[src/rtl/dmem_access_ctrl_if.sv]
// -----------------------------------------------------------------------------
// dmem_access_ctrl_if
// Request/response bus between the core's load/store stage and the data-memory
// access controller.
//   req_valid   : request present (core -> controller)
//   req_we      : 1 = store, 0 = load
//   req_funct3  : RISC-V funct3 of the load/store
//   req_addr    : byte address
//   req_wdata   : store data, low-aligned
//   req_ready   : request accepted this cycle when req_valid=1 (controller -> core)
//   resp_valid  : one-cycle completion pulse
//   resp_err    : qualifies resp_valid, request was misaligned/illegal
//   resp_rdata  : extended load data
// Modports: master = core side, slave = controller side.
// -----------------------------------------------------------------------------
interface dmem_access_ctrl_if;
   logic        req_valid;
   logic        req_we;
   logic [2:0]  req_funct3;
   logic [31:0] req_addr;
   logic [31:0] req_wdata;
   logic        req_ready;
   logic        resp_valid;
   logic        resp_err;
   logic [31:0] resp_rdata;

   modport master (
      output req_valid, req_we, req_funct3, req_addr, req_wdata,
      input  req_ready, resp_valid, resp_err, resp_rdata
   );

   modport slave (
      input  req_valid, req_we, req_funct3, req_addr, req_wdata,
      output req_ready, resp_valid, resp_err, resp_rdata
   );
endinterface

[src/rtl/dmem_access_ctrl.sv]
// -----------------------------------------------------------------------------
// dmem_access_ctrl
// Accepts one RISC-V load/store at a time, decodes funct3 into byte enables and
// replicated write data, holds the single-port SRAM selected until mem_ready,
// then returns sign/zero-extended load data with a one-cycle response pulse.
// Misaligned or illegal requests get an error response without touching memory.
// Ports:
//   clk, rst   : clock, synchronous active-high reset
//   core       : request/response bus (slave modport)
//   mem_csn    : SRAM select, active-low
//   mem_wen    : 1 = read, 0 = write
//   mem_addr   : SRAM word address (req_addr[AWIDTH+1:2], upper bits alias)
//   mem_be     : byte enables
//   mem_di     : SRAM write data
//   mem_dout   : SRAM read data
//   mem_ready  : SRAM access complete (only looked at in ACCESS)
// -----------------------------------------------------------------------------
module dmem_access_ctrl #(
   parameter int AWIDTH = 12
) (
   input  logic                clk,
   input  logic                rst,
   dmem_access_ctrl_if.slave   core,
   output logic                mem_csn,
   output logic                mem_wen,
   output logic [AWIDTH-1:0]   mem_addr,
   output logic [3:0]          mem_be,
   output logic [31:0]         mem_di,
   input  logic [31:0]         mem_dout,
   input  logic                mem_ready
);

   typedef enum logic [1:0] {IDLE, ACCESS, CAPTURE, RESP} state_t;

   state_t      state;
   logic        we_q;
   logic [2:0]  f3_q;
   logic [1:0]  off_q;
   logic        resp_valid;
   logic        resp_err;
   logic [31:0] resp_rdata;

   // Address bits above the SRAM word range alias; collected here on purpose.
   logic [31:0] unused_addr;
   assign unused_addr = core.req_addr;

   function automatic logic is_illegal(input logic we, input logic [2:0] f3,
                                       input logic [1:0] off);
      logic bad;
      if (we) bad = f3[2] || (f3[1:0] == 2'b11);
      else    bad = (f3 == 3'b011) || (f3 == 3'b110) || (f3 == 3'b111);
      if ((f3[1:0] == 2'b01) && off[0])          bad = 1'b1;
      if ((f3[1:0] == 2'b10) && (off != 2'b00))  bad = 1'b1;
      return bad;
   endfunction

   function automatic logic [3:0] store_be(input logic [2:0] f3, input logic [1:0] off);
      logic [3:0] be;
      unique case (f3[1:0])
         2'b00:   be = 4'b0001 << off;
         2'b01:   be = off[1] ? 4'b1100 : 4'b0011;
         default: be = 4'b1111;
      endcase
      return be;
   endfunction

   function automatic logic [31:0] store_di(input logic [2:0] f3, input logic [31:0] wd);
      logic [31:0] di;
      unique case (f3[1:0])
         2'b00:   di = {4{wd[7:0]}};
         2'b01:   di = {2{wd[15:0]}};
         default: di = wd;
      endcase
      return di;
   endfunction

   function automatic logic [31:0] load_extract(input logic [2:0] f3, input logic [1:0] off,
                                                input logic [31:0] w);
      logic signed [7:0]  b;
      logic signed [15:0] h;
      logic [31:0]        r;
      unique case (off)
         2'b00:   b = w[7:0];
         2'b01:   b = w[15:8];
         2'b10:   b = w[23:16];
         default: b = w[31:24];
      endcase
      h = off[1] ? w[31:16] : w[15:0];
      unique case (f3)
         3'b000:  r = 32'(b);          // LB, sign-extended
         3'b001:  r = 32'(h);          // LH, sign-extended
         3'b100:  r = {24'd0, b};      // LBU
         3'b101:  r = {16'd0, h};      // LHU
         default: r = w;               // LW
      endcase
      return r;
   endfunction

   always_ff @(posedge clk) begin
      if (rst) begin
         state      <= IDLE;
         we_q       <= 1'b0;
         f3_q       <= 3'd0;
         off_q      <= 2'd0;
         mem_csn    <= 1'b1;
         mem_wen    <= 1'b1;
         mem_addr   <= '0;
         mem_be     <= 4'd0;
         mem_di     <= 32'd0;
         resp_valid <= 1'b0;
         resp_err   <= 1'b0;
         resp_rdata <= 32'd0;
      end else begin
         unique case (state)
            // IDLE: latch the request and decide between error and SRAM access
            IDLE: begin
               if (core.req_valid) begin
                  we_q  <= core.req_we;
                  f3_q  <= core.req_funct3;
                  off_q <= core.req_addr[1:0];
                  if (is_illegal(core.req_we, core.req_funct3, core.req_addr[1:0])) begin
                     state      <= RESP;
                     resp_valid <= 1'b1;
                     resp_err   <= 1'b1;
                     resp_rdata <= 32'd0;
                  end else begin
                     state    <= ACCESS;
                     mem_csn  <= 1'b0;
                     mem_wen  <= ~core.req_we;
                     mem_addr <= core.req_addr[AWIDTH+1:2];
                     mem_be   <= core.req_we ? store_be(core.req_funct3, core.req_addr[1:0]) : 4'd0;
                     if (core.req_we)
                        mem_di <= store_di(core.req_funct3, core.req_wdata);
                  end
               end
            end
            // ACCESS: SRAM selected with stable outputs until it reports ready
            ACCESS: begin
               if (mem_ready) begin
                  mem_csn <= 1'b1;
                  if (we_q) begin
                     state      <= RESP;
                     resp_valid <= 1'b1;
                     resp_err   <= 1'b0;
                  end else begin
                     state <= CAPTURE;
                  end
               end
            end
            // CAPTURE: read data is valid on mem_dout this cycle
            CAPTURE: begin
               resp_rdata <= load_extract(f3_q, off_q, mem_dout);
               state      <= RESP;
               resp_valid <= 1'b1;
               resp_err   <= 1'b0;
            end
            // RESP: single-cycle response pulse
            RESP: begin
               resp_valid <= 1'b0;
               resp_err   <= 1'b0;
               state      <= IDLE;
            end
            default: state <= IDLE;
         endcase
      end
   end

   assign core.req_ready  = (state == IDLE) && !rst;
   assign core.resp_valid = resp_valid;
   assign core.resp_err   = resp_err;
   assign core.resp_rdata = resp_rdata;

endmodule

[src/flat_wrapper.sv]
// flat-port wrapper written by rule: the top's interface ports become plain ports
module dmem_access_ctrl_flat 
#(
   parameter int AWIDTH = 12
)
  (clk, rst, mem_csn, mem_wen, mem_addr, mem_be, mem_di, mem_dout, mem_ready, core_req_valid, core_req_we, core_req_funct3, core_req_addr, core_req_wdata, core_req_ready, core_resp_valid, core_resp_err, core_resp_rdata);
  dmem_access_ctrl_if core_i ();
  input  logic clk;
  input  logic rst;
  output logic mem_csn;
  output logic mem_wen;
  output logic [AWIDTH-1:0] mem_addr;
  output logic [3:0] mem_be;
  output logic [31:0] mem_di;
  input  logic [31:0] mem_dout;
  input  logic mem_ready;
  input wire logic [$bits(core_i.req_valid)-1:0] core_req_valid;
  input wire logic [$bits(core_i.req_we)-1:0] core_req_we;
  input wire logic [$bits(core_i.req_funct3)-1:0] core_req_funct3;
  input wire logic [$bits(core_i.req_addr)-1:0] core_req_addr;
  input wire logic [$bits(core_i.req_wdata)-1:0] core_req_wdata;
  output wire logic [$bits(core_i.req_ready)-1:0] core_req_ready;
  output wire logic [$bits(core_i.resp_valid)-1:0] core_resp_valid;
  output wire logic [$bits(core_i.resp_err)-1:0] core_resp_err;
  output wire logic [$bits(core_i.resp_rdata)-1:0] core_resp_rdata;
  assign core_i.req_valid = core_req_valid;
  assign core_i.req_we = core_req_we;
  assign core_i.req_funct3 = core_req_funct3;
  assign core_i.req_addr = core_req_addr;
  assign core_i.req_wdata = core_req_wdata;
  assign core_req_ready = core_i.req_ready;
  assign core_resp_valid = core_i.resp_valid;
  assign core_resp_err = core_i.resp_err;
  assign core_resp_rdata = core_i.resp_rdata;
  dmem_access_ctrl #(.AWIDTH(AWIDTH)) u_core (.clk(clk), .rst(rst), .core(core_i), .mem_csn(mem_csn), .mem_wen(mem_wen), .mem_addr(mem_addr), .mem_be(mem_be), .mem_di(mem_di), .mem_dout(mem_dout), .mem_ready(mem_ready));
endmodule
[config.mk]
export PLATFORM = sky130hd
export DESIGN_NAME = dmem_access_ctrl_flat
export DESIGN_NICKNAME = d
export VERILOG_FILES = /design/src/rtl/dmem_access_ctrl_if.sv /design/src/rtl/dmem_access_ctrl.sv /design/src/flat_wrapper.sv
export SDC_FILE = /design/constraint.sdc
export NUM_CORES = 1
export LEC_CHECK = 0
export ABC_AREA = 0
export BUFFER_PORTS_ARGS = -buffer_cell sky130_fd_sc_hd__buf_4
export CAP_MARGIN = 20
export CELL_PAD_IN_SITES_DETAIL_PLACEMENT = 2
export CELL_PAD_IN_SITES_GLOBAL_PLACEMENT = 2
export CORE_UTILIZATION = 24
export CTS_CLUSTER_SIZE = 16
export DETAILED_ROUTE_END_ITERATION = 8
export GPL_TIMING_DRIVEN = 0
export PLACE_DENSITY = 0.89
export SKIP_LAST_GASP = 1
export SYNTH_ARGS = -nofsm -noshare
export SYNTH_HDL_FRONTEND = slang
export SYNTH_SLANG_ARGS = --single-unit
[constraint.sdc]
create_clock -name clk -period 1.8 [get_ports clk]
set_input_delay 0.18 -clock clk [delete_from_list [all_inputs] [get_ports clk]]
set_output_delay 0.18 -clock clk [all_outputs]
set_load 0.01 [all_outputs]
==> summary.txt <==
Synthesis
  • Cells after Synth: 518
  • Post-synthesis mux area share: 5.41%
  • Yosys warnings: 0
  • Synth Area in Simple Gates: 17.6%
  • Post-synthesis cell area: 4350 um^2
  • Part of the Yosys area used for sequential elements: 42.3%
  • Largest area contributor in the netlist: dfxtp_1
  • Unique cell type count in the Yosys netlist: 48
  • Largest family of logic cells by synthesized area: compound AO/OA/AOI/OAI gates
  • Syn Nets: 627
  • Async SR Flop Fraction: 0%
  • XOR/XNOR Fraction of Synth Area: 0%
  • Most common cell in the netlist: nand2_1
  • Primary FF master, synth: dfxtp_1
  • Mapped Avg Cell Area: 8.40 um^2
  • Synth cell count leaders: nand2_1 (109), dfxtp_1 (92), a21oi_1 (57)
  • Top cells by area, synth: dfxtp_1 (42%), nand2_1 (9.4%), a21oi_1 (6.6%)
  • Post-Synth Adder-Cell Area: 1.44%
  • Synth top area share: 42.3%
  • Post-synth EDFFs: 0
  • Compound-cell area share of the yosys netlist: 27.6%
  • Post-synthesis register bit count: 92

Pwr
  • Peak supply drop: 0.474 mV
  • Leakage dissipation: 2.74 nW
  • Pwr Density: 1150 nW/um^2

Finish
  • Area Growth Syn to Fin: 47.7%
  • Fin nets: 816
  • Share of cells above drive strength 1: 35.7%
  • Cell area after layout: 6420 um^2
  • # fillers: 1,982
  • Antenna Cells: 0

Floorplan
  • Starting Density: 24.9%
  • Ports: 189
  • Row cnt: 48
  • Die X: 137 um
  • DIE AREA: 18,700 um^2
  • Die span in y: 137 um
  • Core area: 17,500 um^2

Place
  • Final HPWL DP: 13,900 um
  • Cell Area, Placed: 5910 um^2
  • IO Port Bufs: 170
  • Final GP Congestion: 0.828

Clocking
  • Clk slew on worst S/H paths: 0.07 ns
  • Hold_buf cts: 0
  • H-tree levels: 3
  • Root buffer cell: clkbuf_16
  • Clock Tree Buf Depth: 2
  • CTS tree: yes
  • Clock sink count: 92
  • Clk Latency, worst-skew pair: 0.35 ns
  • Inserted Clock Buffers: 9

Timing
  • Final setup viols: 0
  • Final hold violation count: 0
  • Final Max Slew Viols: 0
  • Final period util: 98.9%
  • Clock period minus worst slack: 1.78 ns
  • Hold_ws: 0.0800 ns
  • Worst-Margin Slew: 0.630 ns
  • Skew final: 0.00948 ns
  • Max Fclk: 0.562 GHz
  • RSZ-0062 raised after global routing: true
  • Worst slew margin: 58.0%

Setup path
  • Max Fanout on Critical Path: 8
  • Reg2reg path depth: 5
  • Reg2reg start: u_core.off_q[1]
  • Worst Path Class, Setup: reg2reg
  • Reg2reg end: u_core.core.resp_rdata[10]
  • Setup crit end kind: register
  • Critical Path AT: 2.03 ns
  • R2R Setup Slk: 0.02 ns
  • Crit path required time: 2.05 ns
  • Crit start category: register

Global routing
  • Initial antenna violation count: 0
  • Overall Global Routing Usage: 20.0%
  • First-pass GRT wire length: 28,200 um
  • Pin count of the biggest net entering global routing: 16
  • Vias in the first global route: 5,142
  • GRT Residual Overflow: 0

Route
  • DRC viols: 0
  • DR iter-0 viols: 168
  • Post-route ant nets: 0
  • WL final: 18,300 um
  • DR vias/cell: 4.93
  • Vias: 4,624
  • DR WL/cell: 19.5 um
  • 1st-pass router iterations: 4

Hold path
  • Hold Path End: u_core.mem_addr[9]
  • Hold Path Origin: core_req_addr[11]
  • Hold crit path type: in2reg
  • WHS Path Cells: 3

Flow run
  • Max-capacitance violation count: 0

Outcome
  • Status: finished clean
==> worst max-delay path, cell delays in order, from the launching register on <==
cell and delay, ns:
dfxtp_2 0.36, mux4_2 0.53, nor2b_4 0.15, o311a_4 0.16, a221o_1 0.29, a22o_1 0.18
==> flip-flops by register name, indices dropped and copies added, names as in the netlist <==
name                    cells
u_core.core.resp_rdata     32
u_core.mem_di              32
u_core.mem_addr            12
u_core.mem_be               4
u_core.f3_q                 3
u_core.off_q                2
u_core.state                2
u_core.core.resp_err        1
u_core.core.resp_valid      1
u_core.mem_csn              1
u_core.mem_wen              1
u_core.we_q                 1
==> per-stage QoR <==
| stage | setup TNS, ns | worst slack, ns | std cells | util [%] | power [W] |
|---|---|---|---|---|---|
| floorplan | 0 | 0.0567 | 518 | - | 0.00398 |
| global placement | -16.32 | -0.449 | 913 | 33.8 | 0.00500 |
| detailed placement | -21.76 | -0.523 | 913 | 33.8 | 0.00510 |
| CTS | 0 | 0.00218 | 935 | 36.4 | 0.00740 |
| global route | -0.143 | -0.0274 | 937 | 36.8 | 0.00780 |
| finish | 0 | 0.0194 | 937 | 36.8 | 0.00737 |
==> what timing repair did <==
| action | in CTS | in global routing |
|---|---|---|
| gates cloned | 2 | 0 |
| gates resized for setup | 29 | 18 |
| setup buffers | 4 | 3 |
| hold endpoints to repair | 0 | 0 |
| setup endpoints to repair | 81 | 78 |
| pin swaps | 4 | 9 |
==> kinds of logic (layout without fill, tap and decap cells) <==
kind of cell | count (synthesis) | after routing
compound gates | 168 | 168
fa+ha+maj | 5 | 5
buf+inv | 56 | 250
flops | 92 | 92
mux | 22 | 22
simple gates | 175 | 175
==> per-layer routing <==
layer / global-route usage, % / up-vias / part of all wire, %
li1: - / 2217 / -
met1: 22.3 / 2234 / 40
met2: 36.5 / 153 / 50
met3: 6.56 / 20 / 7.7
met4: 4.63 / 0 / 1.4
met5: 0 / - / 0
==> final cells by class <==
type                       count  area, um^2  share of cell area [%]
multi-input combinational    370        2320                    36.0
timing repair buffer         179        1360                    21.2
clock inverter                 5        83.8                    1.30
tap                          225         282                    4.38
inverter                      17        63.8                   0.993
clock buffer                  11         243                    3.78
sequential                    92        1850                    28.8
buffer                        38         226                    3.52
==> where the power goes <==
part | total, W | switching, W | internal [W]
clock | 0.00212 | 0.000860 | 0.00126
sequential | 0.00263 | 0.000255 | 0.00237
combinational | 0.00262 | 0.00140 | 0.00122
==> layout by cell type (no fill, tap or decap), types with 9 or more instances in the layout <==
master,n
a21oi_1,56
o2bb2ai_2,9
o2bb2ai_1,9
buf_2,9
nor2_1,28
nand2b_1,15
o21ai_0,29
a211oi_1,10
clkbuf_16,9
buf_4,181
inv_1,15
mux2i_1,19
nand2_1,107
clkbuf_1,13
dfxtp_1,89
==> how the worst max path moves through the flow <==
stage,start,to,cells past startpoint
2_1_floorplan,u_core.state[0],u_core.mem_di[10],9
3_3_place_gp,u_core.state[0],u_core.mem_di[31],9
3_5_place_dp,u_core.state[0],u_core.mem_di[31],9
4_1_cts,u_core.f3_q[0],u_core.core.resp_rdata[6],6
5_1_grt,u_core.state[1],u_core.mem_di[10],10
6_report,u_core.off_q[1],u_core.core.resp_rdata[10],5
Note: power is estimated with default switching activity, not from simulation.
